## src/rtl/ram_bist_ctrl.sv

```systemverilog
`default_nettype none
// ============================================================================
//  Module   : ram_bist_ctrl
//  Purpose  : March-style memory test initiator for a 32-bit req/we/be/addr/
//             wdata -> rvalid/rdata RAM port. It runs four phases over Depth
//             words: W0 write P(i), R0 read/check P(i), W1 write ~P(i),
//             R1 read/check ~P(i). It reports done, pass/fail and the first
//             failing byte address.
//  Ports    : clk_i, rst_ni (async, active-low), start_i
//             busy_o, done_o, pass_o, err_addr_o[31:0]   - status
//             req_o, we_o, be_o[3:0], addr_o[31:0], wdata_o[31:0] - RAM request
//             rvalid_i, rdata_i[31:0]                     - RAM response
//             err_cnt_o[15:0]  (only when RAM_BIST_ERR_CNT_EN is defined)
//  Options  : RAM_BIST_ERR_CNT_EN - adds a saturating mismatch counter.
//  Revision : 1.0 - initial release
// ============================================================================
module ram_bist_ctrl #(
  parameter int unsigned Depth    = 128,
  parameter logic [31:0] BaseAddr = 32'h0,
  parameter logic [31:0] Seed     = 32'hA5A5_5A5A
) (
  input  logic        clk_i,
  input  logic        rst_ni,
  input  logic        start_i,
  output logic        busy_o,
  output logic        done_o,
  output logic        pass_o,
  output logic [31:0] err_addr_o,
  output logic        req_o,
  output logic        we_o,
  output logic [3:0]  be_o,
  output logic [31:0] addr_o,
  output logic [31:0] wdata_o,
  input  logic        rvalid_i,
  input  logic [31:0] rdata_i
`ifdef RAM_BIST_ERR_CNT_EN
  ,
  output logic [15:0] err_cnt_o
`endif
);

  localparam int unsigned   Iw      = (Depth > 1) ? $clog2(Depth) : 1;
  localparam logic [Iw-1:0] LastIdx = Iw'(Depth - 1);

  typedef enum logic [2:0] {
    S_IDLE  = 3'd0,
    S_W0    = 3'd1,
    S_R0    = 3'd2,
    S_W1    = 3'd3,
    S_R1    = 3'd4,
    S_DRAIN = 3'd5,
    S_DONE  = 3'd6
  } state_e;

  state_e          state_q, state_d;
  logic [Iw-1:0]   idx_q, idx_d;
  logic [1:0]      outst_q;
  logic            done_q;
  logic            ok_q;        // no mismatch seen yet in this run
  logic [31:0]     err_addr_q;

  // In-order tracker of outstanding requests. Every request is pushed so
  // write responses can be told apart from read responses; only read
  // entries are checked.
  logic            fifo_rd_q   [2];
  logic [31:0]     fifo_exp_q  [2];
  logic [31:0]     fifo_addr_q [2];
  logic            wr_ptr_q, rd_ptr_q;

  logic            w_start, w_active, w_req, w_write, w_inv, w_rsp, w_mismatch;
  logic [31:0]     w_pat, w_data, w_addr;

  assign w_start  = (state_q == S_IDLE) && start_i;
  assign w_active = (state_q == S_W0) || (state_q == S_R0) ||
                    (state_q == S_W1) || (state_q == S_R1);
  assign w_req    = w_active && (outst_q != 2'd2);
  assign w_write  = (state_q == S_W0) || (state_q == S_W1);
  assign w_inv    = (state_q == S_W1) || (state_q == S_R1);
  assign w_pat    = Seed ^ 32'(idx_q);
  assign w_data   = w_inv ? ~w_pat : w_pat;
  assign w_addr   = BaseAddr + (32'(idx_q) << 2);

  // Responses with nothing outstanding (e.g. in flight across a reset) are dropped.
  assign w_rsp      = rvalid_i && (outst_q != 2'd0);
  assign w_mismatch = w_rsp && fifo_rd_q[rd_ptr_q] && (rdata_i != fifo_exp_q[rd_ptr_q]);

  assign req_o      = w_req;
  assign we_o       = w_req && w_write;
  assign be_o       = w_req ? 4'hF : 4'h0;
  assign addr_o     = w_req ? w_addr : 32'h0;
  assign wdata_o    = (w_req && w_write) ? w_data : 32'h0;
  assign busy_o     = w_active || (state_q == S_DRAIN);
  assign done_o     = done_q;
  assign pass_o     = done_q && ok_q;
  assign err_addr_o = err_addr_q;

  // --------------------------------------------------------------------------
  // FSM
  // --------------------------------------------------------------------------
  always_ff @(posedge clk_i or negedge rst_ni) begin
    if (!rst_ni) begin
      state_q <= S_IDLE;
      idx_q   <= '0;
    end else begin
      state_q <= state_d;
      idx_q   <= idx_d;
    end
  end

  always_comb begin
    state_d = state_q;
    idx_d   = idx_q;
    case (state_q)
      S_IDLE: begin
        if (start_i) begin
          state_d = S_W0;
          idx_d   = '0;
        end
      end
      S_W0, S_R0, S_W1, S_R1: begin
        if (w_req) begin
          if (idx_q == LastIdx) begin
            idx_d = '0;
            case (state_q)
              S_W0:    state_d = S_R0;
              S_R0:    state_d = S_W1;
              S_W1:    state_d = S_R1;
              default: state_d = S_DRAIN;
            endcase
          end else begin
            idx_d = idx_q + 1'b1;
          end
        end
      end
      S_DRAIN: begin
        if (outst_q == 2'd0) state_d = S_DONE;
      end
      S_DONE:  state_d = S_IDLE;
      default: state_d = S_IDLE;
    endcase
  end

  // --------------------------------------------------------------------------
  // Outstanding count and expected-data tracker
  // --------------------------------------------------------------------------
  always_ff @(posedge clk_i or negedge rst_ni) begin
    if (!rst_ni) begin
      outst_q  <= 2'd0;
      wr_ptr_q <= 1'b0;
      rd_ptr_q <= 1'b0;
      for (int k = 0; k < 2; k++) begin
        fifo_rd_q[k]   <= 1'b0;
        fifo_exp_q[k]  <= 32'h0;
        fifo_addr_q[k] <= 32'h0;
      end
    end else begin
      if (w_req && !w_rsp)      outst_q <= outst_q + 2'd1;
      else if (!w_req && w_rsp) outst_q <= outst_q - 2'd1;
      if (w_req) begin
        fifo_rd_q[wr_ptr_q]   <= !w_write;
        fifo_exp_q[wr_ptr_q]  <= w_data;
        fifo_addr_q[wr_ptr_q] <= w_addr;
        wr_ptr_q              <= ~wr_ptr_q;
      end
      if (w_rsp) rd_ptr_q <= ~rd_ptr_q;
    end
  end

  // --------------------------------------------------------------------------
  // Result tracking
  // --------------------------------------------------------------------------
  always_ff @(posedge clk_i or negedge rst_ni) begin
    if (!rst_ni) begin
      done_q     <= 1'b0;
      ok_q       <= 1'b0;
      err_addr_q <= 32'h0;
    end else begin
      if (w_start) begin
        done_q     <= 1'b0;
        ok_q       <= 1'b1;
        err_addr_q <= 32'h0;
      end else begin
        if ((state_q == S_DRAIN) && (outst_q == 2'd0)) done_q <= 1'b1;
        // ok_q doubles as the "first mismatch" flag so later ones keep the address.
        if (w_mismatch && ok_q) begin
          ok_q       <= 1'b0;
          err_addr_q <= fifo_addr_q[rd_ptr_q];
        end
      end
    end
  end

`ifdef RAM_BIST_ERR_CNT_EN
  logic [15:0] err_cnt_q;

  always_ff @(posedge clk_i or negedge rst_ni) begin
    if (!rst_ni) begin
      err_cnt_q <= 16'h0;
    end else if (w_start) begin
      err_cnt_q <= 16'h0;
    end else if (w_mismatch && (err_cnt_q != 16'hFFFF)) begin
      err_cnt_q <= err_cnt_q + 16'd1;
    end
  end

  assign err_cnt_o = err_cnt_q;
`endif

  // --------------------------------------------------------------------------
  // Protocol checks
  // --------------------------------------------------------------------------
  a_no_stray_rsp: assert property (@(posedge clk_i) disable iff (!rst_ni)
                                   rvalid_i |-> (outst_q != 2'd0));
  a_outst_max:    assert property (@(posedge clk_i) disable iff (!rst_ni)
                                   outst_q <= 2'd2);

endmodule
`default_nettype wire

```

## config.mk

```make
export PLATFORM = sky130hd
export DESIGN_NAME = ram_bist_ctrl
export DESIGN_NICKNAME = d
export VERILOG_FILES = /design/src/rtl/ram_bist_ctrl.sv
export SDC_FILE = /design/constraint.sdc
export NUM_CORES = 1
export LEC_CHECK = 0
export ABC_AREA = 1
export BUFFER_PORTS_ARGS = -buffer_cell sky130_fd_sc_hd__clkbuf_2
export CAP_MARGIN = 40
export CORE_MARGIN = 5
export CORE_UTILIZATION = 29
export DETAILED_ROUTE_END_ITERATION = 7
export SLEW_MARGIN = 10
export SYNTH_ARGS = -nofsm -noshare
export SYNTH_HDL_FRONTEND = slang
export SYNTH_SLANG_ARGS = --single-unit
export TNS_END_PERCENT = 10
```

## constraint.sdc

```tcl
create_clock -name clk_i -period 6.4 [get_ports clk_i]
set_clock_uncertainty 0.2 [all_clocks]
set_input_delay 0.64 -clock clk_i [delete_from_list [all_inputs] [get_ports clk_i]]
set_output_delay 0.64 -clock clk_i [all_outputs]
set_load 0.01 [all_outputs]
```

# [Word-level counts from Yosys, hierarchy flattened]
# Index checks and enable logic that the tools add are counted.
[classes] bitwise=6 mux=38 eq_ne=12 n_addsub=3 order_cmp=3 reduce_logical=31
[op_table] op="32-bit two-way mux" n=11
[op_table] op="64-bit bitwise mux" n=2
[op_table] op="32-bit demux with 1-bit select" n=1
[op_table] op="32-bit != test" n=1
[op_table] op="32-bit NOT" n=1
[op_table] op="7-bit two-way mux" n=3
[op_table] op="3-bit case mux with 3 select lines" n=2
[op_table] op="4-bit NOT with 16-bit output" n=1
[op_table] op="7-bit case mux with 2 select lines" n=1
[op_table] op="1-bit logical AND" n=12
[op_table] op="3-bit two-way mux" n=4
[op_table] op="2-bit nonzero test" n=5
[op_table] op="9-bit two-way mux" n=1
[op_table] op="1-bit two-way mux" n=8
[op_table] op="2-bit != test (second input constant)" n=4
[op_table] op="7-bit by 1-bit adder with 7-bit output (second input constant)" n=1
[op_table] op="7-bit equality test (second input constant)" n=1
[op_table] op="3-bit by 2-bit equality test with 1-bit output (second input constant)" n=2
[op_table] op="3-bit equality test (second input constant)" n=2
[op_table] op="1-bit logical OR" n=6
[op_table] op="2-bit >= comparator (second input constant)" n=2
[op_table] op="2-bit two-way mux" n=2
[op_table] op="4-bit two-way mux" n=1
[op_table] op="1-bit NOT with 2-bit output" n=2
[op_table] op="other kinds (14)" n=17
[totals] out_inout_bits=105 register_bits=178 word_cells=107 inputBits=36

# [Logic depth before layout (Yosys ltp)]
[logic_depth] word_depth=9 mapped_depth=14 mapped_depth_nobuf=12

# [Least setup slack after synthesis]
# No wires, ideal clock.
[synth_path] path_type="reg-to-output" startpoint="register state_q[0]" endpoint="output wdata_o[11]" path_stages_with_launch=8 path_buffers=1 required_time_ps=5560 arrival_ps=1740 setup_slack_ps=3820 path_cell_list="dfrtp_1 > inv_2 > nor2_2 > inv_2 > nor2_1 > inv_1 > nor2_1 > buf_4"
[synth_between] elab_chain_cells=7 elab_cells_between_ends=13 classes_between="4 x eq/ne; 2 x mux; 7 x reduce/logical"
[synth_lines] item="start: declaration" line="55" rtl="state_e state_q, state_d;"
[synth_lines] item="start signal: assignment" line="105" rtl="state_q <= state_d;"
[synth_lines] item="3-bit by 1-bit equality test with 1-bit output / 3-bit by 2-bit equality test with 1-bit output (equally long branches)" line="74, 77"
[synth_lines] item="1-bit logical OR (2 in series)" line="74" rtl="assign w_active = (state_q == S_W0) || (state_q == S_R0) ||"
[synth_lines] item="1-bit logical OR" line="75" rtl="(state_q == S_W1) || (state_q == S_R1);"
[synth_lines] item="1-bit logical AND" line="76" rtl="assign w_req = w_active && (outst_q != 2'd2);"
[synth_lines] item="1-bit logical AND (*)"
[synth_lines] item="via we_o" line="30" rtl="output logic we_o,"
[synth_lines] item="32-bit two-way mux (*)" line="91" rtl="assign wdata_o = (w_req && w_write) ? w_data : 32'h0;"
[synth_lines] item="end: declaration" line="33" rtl="output logic [31:0] wdata_o,"
# Mark *: on every way through the listed nets, which the timed path passes. The rest lies on a longest branch.

# [Worst setup path after layout]
[layout_path] startpoint="register state_q[0]" endpoint="output wdata_o[26]"
[layout_between] elab_chain_cells=7 elab_cells_between_ends=13 classes_between="4 x eq/ne; 2 x mux; 7 x reduce/logical"
[layout_lines] item="3-bit by 1-bit equality test with 1-bit output / 3-bit by 2-bit equality test with 1-bit output (equally long branches)" line="74, 77"
[layout_lines] item="1-bit logical OR (2 in series)" line="74"
[layout_lines] item="1-bit logical OR" line="75"
[layout_lines] item="1-bit logical AND" line="76"
[layout_lines] item="1-bit logical AND" line="91"
[layout_lines] item="32-bit two-way mux (*)" line="91"
# Mark *: on every way between the ends. The rest lies on a longest branch, timed or not.

==> impl_metrics.prom <==
# TYPE chip_impl_metric gauge
chip_impl_metric{name="worst_ep_required_time",unit="ps"} 5560
chip_impl_metric{name="clock.fmax",unit="MHz"} 333.1
chip_impl_metric{name="numCtsBuffers",unit=""} 9
chip_impl_metric{name="wire_per_inst",unit="microns"} 11.48
chip_impl_metric{name="worst_skew_pair.late_latency",unit="ps"} 320
chip_impl_metric{name="max-cap-violations",unit=""} 0
chip_impl_info{name="critPathCaptureType",value="output port"} 1
chip_impl_metric{name="die_height",unit="microns"} 125.8
chip_impl_metric{name="port_buffers",unit=""} 90
chip_impl_metric{name="fp.coreArea",unit="sq um"} 13190
chip_impl_metric{name="ys_types",unit=""} 36
chip_impl_metric{name="cp_max_fo",unit=""} 12
chip_impl_metric{name="final_antenna_net_count",unit=""} 0
chip_impl_metric{name="synthesis.area",unit="sq um"} 3891
chip_impl_metric{name="initialDrtViolationCount",unit=""} 171
chip_impl_metric{name="power.static_leakage",unit="nW"} 2.439
chip_impl_metric{name="cts_repair_resize_count",unit=""} 0
chip_impl_metric{name="overflow",unit=""} 0
chip_impl_metric{name="placed_cell_area",unit="sq um"} 4095
chip_impl_metric{name="final_layout_size_suffix_gt1_frac",unit=""} 0.2181
chip_impl_metric{name="worst_setup_hold_path_clk_slew",unit="ps"} 50
chip_impl_metric{name="netlist_instances",unit=""} 527
chip_impl_metric{name="report.final.slew_viol_count",unit=""} 0
chip_impl_metric{name="layout_worst_path_cycle_share",unit=""} 0.4691
chip_impl_metric{name="ir_drop",unit="mV"} 0.2204
chip_impl_metric{name="route.detailed.drc",unit=""} 0
chip_impl_metric{name="htree_levels",unit=""} 3
chip_impl_metric{name="number_of_global_route_vias_before_repair",unit=""} 2874
chip_impl_metric{name="slew-limit-headroom",unit=""} 0.4635
chip_impl_metric{name="syn2layout_area_growth",unit="%"} 12.32
chip_impl_info{name="run_status",value="complete, no violations"} 1
chip_impl_info{name="setup_repair_after_global_routing_missed_its_margin",value="no"} 1
chip_impl_metric{name="antenna_cells_inserted",unit=""} 0
chip_impl_metric{name="total_power",unit="mW"} 2.196
chip_impl_metric{name="finalHoldViolations",unit=""} 0
chip_impl_metric{name="grt_first_pass_wirelength",unit="microns"} 14360
chip_impl_metric{name="footprint_of_the_flip_flops_and_latches",unit="sq um"} 1426
chip_impl_metric{name="wl",unit="microns"} 8860
chip_impl_info{name="criticalPathCategory",value="reg2out"} 1
chip_impl_metric{name="initial_antenna_violation_count",unit=""} 0
chip_impl_metric{name="setup_viol_count_final",unit=""} 0
chip_impl_metric{name="die_area",unit="sq um"} 15830
chip_impl_metric{name="place.detailed.instances",unit=""} 756
chip_impl_metric{name="drt_first_pass_iters",unit=""} 4
chip_impl_metric{name="fin_nets",unit=""} 629
chip_impl_metric{name="io-pin-count",unit=""} 141
chip_impl_info{name="min_path_type",value="in2async"} 1
chip_impl_metric{name="total_routing_resource_utilization_after_global_routing",unit=""} 0.1116
chip_impl_metric{name="number_of_buffers_on_the_longest_clock_path",unit=""} 2
chip_impl_metric{name="max_slew.worst_pin.slew",unit="ps"} 804.7
chip_impl_metric{name="yosys_warnings",unit=""} 0
chip_impl_metric{name="ys_seq_elements",unit=""} 57
chip_impl_metric{name="finish.instance_area",unit="sq um"} 4370
chip_impl_metric{name="period_minus_slack",unit="ps"} 3002
chip_impl_metric{name="grt_start_max_net_pins",unit=""} 58
chip_impl_metric{name="postCtsHoldBufs",unit=""} 0
chip_impl_metric{name="multi_input_comb_area",unit="sq um"} 1727
chip_impl_metric{name="post-cts-setup-buffer-count",unit=""} 0
chip_impl_metric{name="place.detailed.hpwl",unit="microns"} 6842
chip_impl_metric{name="layoutNonFillerInstCount",unit=""} 772
chip_impl_info{name="critPathLaunchType",value="flip-flop"} 1
chip_impl_metric{name="fin_setup_tns",unit="ps"} 0
chip_impl_metric{name="power.density",unit="nW/um^2"} 502.6
chip_impl_info{name="clock-root-buffer",value="sky130_fd_sc_hd__clkbuf_16"} 1
chip_impl_metric{name="synth.yosys.seq_area_share",unit=""} 0.3666
chip_impl_metric{name="dr_total_vias",unit=""} 3089
chip_impl_metric{name="fp.dieW",unit="microns"} 125.8
chip_impl_metric{name="gp_routability_congestion",unit=""} 0.8067
chip_impl_metric{name="avgSynthCellArea",unit="sq um"} 7.384
chip_impl_metric{name="drt-vias-per-instance",unit=""} 4.001
chip_impl_metric{name="numClockSinks",unit=""} 57
chip_impl_metric{name="nFillCells",unit=""} 1454
chip_impl_info{name="cts_tree",value="built"} 1
chip_impl_metric{name="initial_core_util",unit=""} 0.2950
chip_impl_metric{name="num_rows",unit=""} 42
chip_impl_metric{name="arrival",unit="ps"} 2160
[through the flow]
stage	setup WS, ps	hold WS [ps]	util
global route	3120	300.5	0.3313
CTS	3346	286.3	0.3313
floorplan	3820	144.4	-
global placement	3742	265.7	0.3105
finish	3398	261.3	0.3313
detailed placement	3704	273.4	0.3105
[critical path, stage by stage (launching register included)]
cell and delay, ps:
sky130_fd_sc_hd__dfrtp_1 420, sky130_fd_sc_hd__inv_2 60, sky130_fd_sc_hd__nor2_2 150, sky130_fd_sc_hd__inv_2 70
sky130_fd_sc_hd__nor2_1 160, sky130_fd_sc_hd__inv_1 220, sky130_fd_sc_hd__nor2_1 510, sky130_fd_sc_hd__clkbuf_2 240
[logic make-up (layout without fill, tap and decap cells)]
logic type,count (synthesis),after routing,synth area share
AOI/OAI and AO/OA,61,61,0.08167
and+or+nand+nor,238,238,0.2804
DFF,57,57,0.3666
buffers and inverters,156,176,0.2370
xor gates and xnor gates,12,12,0.02701
other,1,50,0.0009637
adders and majority gates,2,2,0.006430
[synthesized netlist by cell type, drive strengths merged]
cell type,count,area (sq um)
o21ai,44,220.2
nand3,19,112.6
xor2,9,78.83
clkbuf,2,7.510
a21oi,13,68.82
buf,85,650.6
dfrtp,57,1426
nor4b,1,23.77
nand4,11,68.82
conb,1,3.750
nand3b,2,15.01
o211ai,1,7.510
xnor2,3,26.28
nor2,50,224.0
a31oi,1,6.260
o21bai,2,15.01
nand2,151,615.6
ha,2,25.02
inv,69,264.0
nor3,4,31.28
[final timing paths]
path | from | slack, ps | endpoint | depth (start not counted)
max | state_q[0] | 3400 | wdata_o[26] | 7
max in group asynchronous | rst_ni | 5260 | fifo_exp_q[62] | 2
min in group clk_i | fifo_addr_q[2] | 290 | fifo_addr_q[2] | 2
max reg2reg | rd_ptr_q | 3950 | err_addr_o[5] | 12
min reg2reg | fifo_addr_q[2] | 290 | fifo_addr_q[2] | 2
min | rst_ni | 260 | state_q[2] | 2
[where the power goes]
group | switching [mW] | internal (mW) | total [mW]
logic | 0.764 | 0.375 | 1.14
registers | 0.113 | 0.508 | 0.621
clock network | 0.156 | 0.280 | 0.436
total | 1.03 | 1.16 | 2.20
[cell usage in the layout, fill, tap and decap left out, types with 2 or more instances in the layout]
cell type,count
sky130_fd_sc_hd__inv_4,2
sky130_fd_sc_hd__nor3_1,3
sky130_fd_sc_hd__nor2_4,2
sky130_fd_sc_hd__nand3b_1,2
sky130_fd_sc_hd__clkbuf_2,90
sky130_fd_sc_hd__xnor2_1,3
sky130_fd_sc_hd__nand4_1,11
sky130_fd_sc_hd__clkbuf_1,2
sky130_fd_sc_hd__clkbuf_16,9
sky130_fd_sc_hd__xor2_1,9
sky130_fd_sc_hd__nor2_2,2
sky130_fd_sc_hd__o21ai_1,5
sky130_fd_sc_hd__a21oi_1,12
sky130_fd_sc_hd__o21ai_0,39
sky130_fd_sc_hd__nor2_1,45
sky130_fd_sc_hd__nand2_4,3
sky130_fd_sc_hd__clkinv_2,3
sky130_fd_sc_hd__conb_1,50
sky130_fd_sc_hd__o21bai_1,2
sky130_fd_sc_hd__inv_1,62
sky130_fd_sc_hd__dfrtp_1,57
sky130_fd_sc_hd__nand2_2,4
sky130_fd_sc_hd__nand2_1,143
sky130_fd_sc_hd__clkbuf_8,2
sky130_fd_sc_hd__inv_2,5
sky130_fd_sc_hd__ha_1,2
sky130_fd_sc_hd__nand3_1,17
[final cells by class]
type,instances,area share
flip-flops and latches,57,0.3264
repair buffers,91,0.1048
clock buffers,13,0.05955
clock inverters,3,0.003435
well taps,176,0.05039
multi-input cells,363,0.3951
inverters,69,0.06041
[flip-flops by register name, summed over array words and instances (netlist names)]
name,flops
rd_ptr_q,1
fifo_addr_q,14
idx_q,7
state_q,3
ok_q,1
outst_q,2
fifo_rd_q,2
fifo_exp_q,18
wr_ptr_q,1
err_addr_o,7
done_o,1
[metal layers]
metal	global-route usage	vias to the layer above	routed length, microns
met5	0	-	0
met4	0.03975	0	112
met3	0.02329	11	532
met2	0.1816	91	4186
met1	0.1475	1349	4029
li1	-	1638	-
Power figures use the tool's default switching activity.
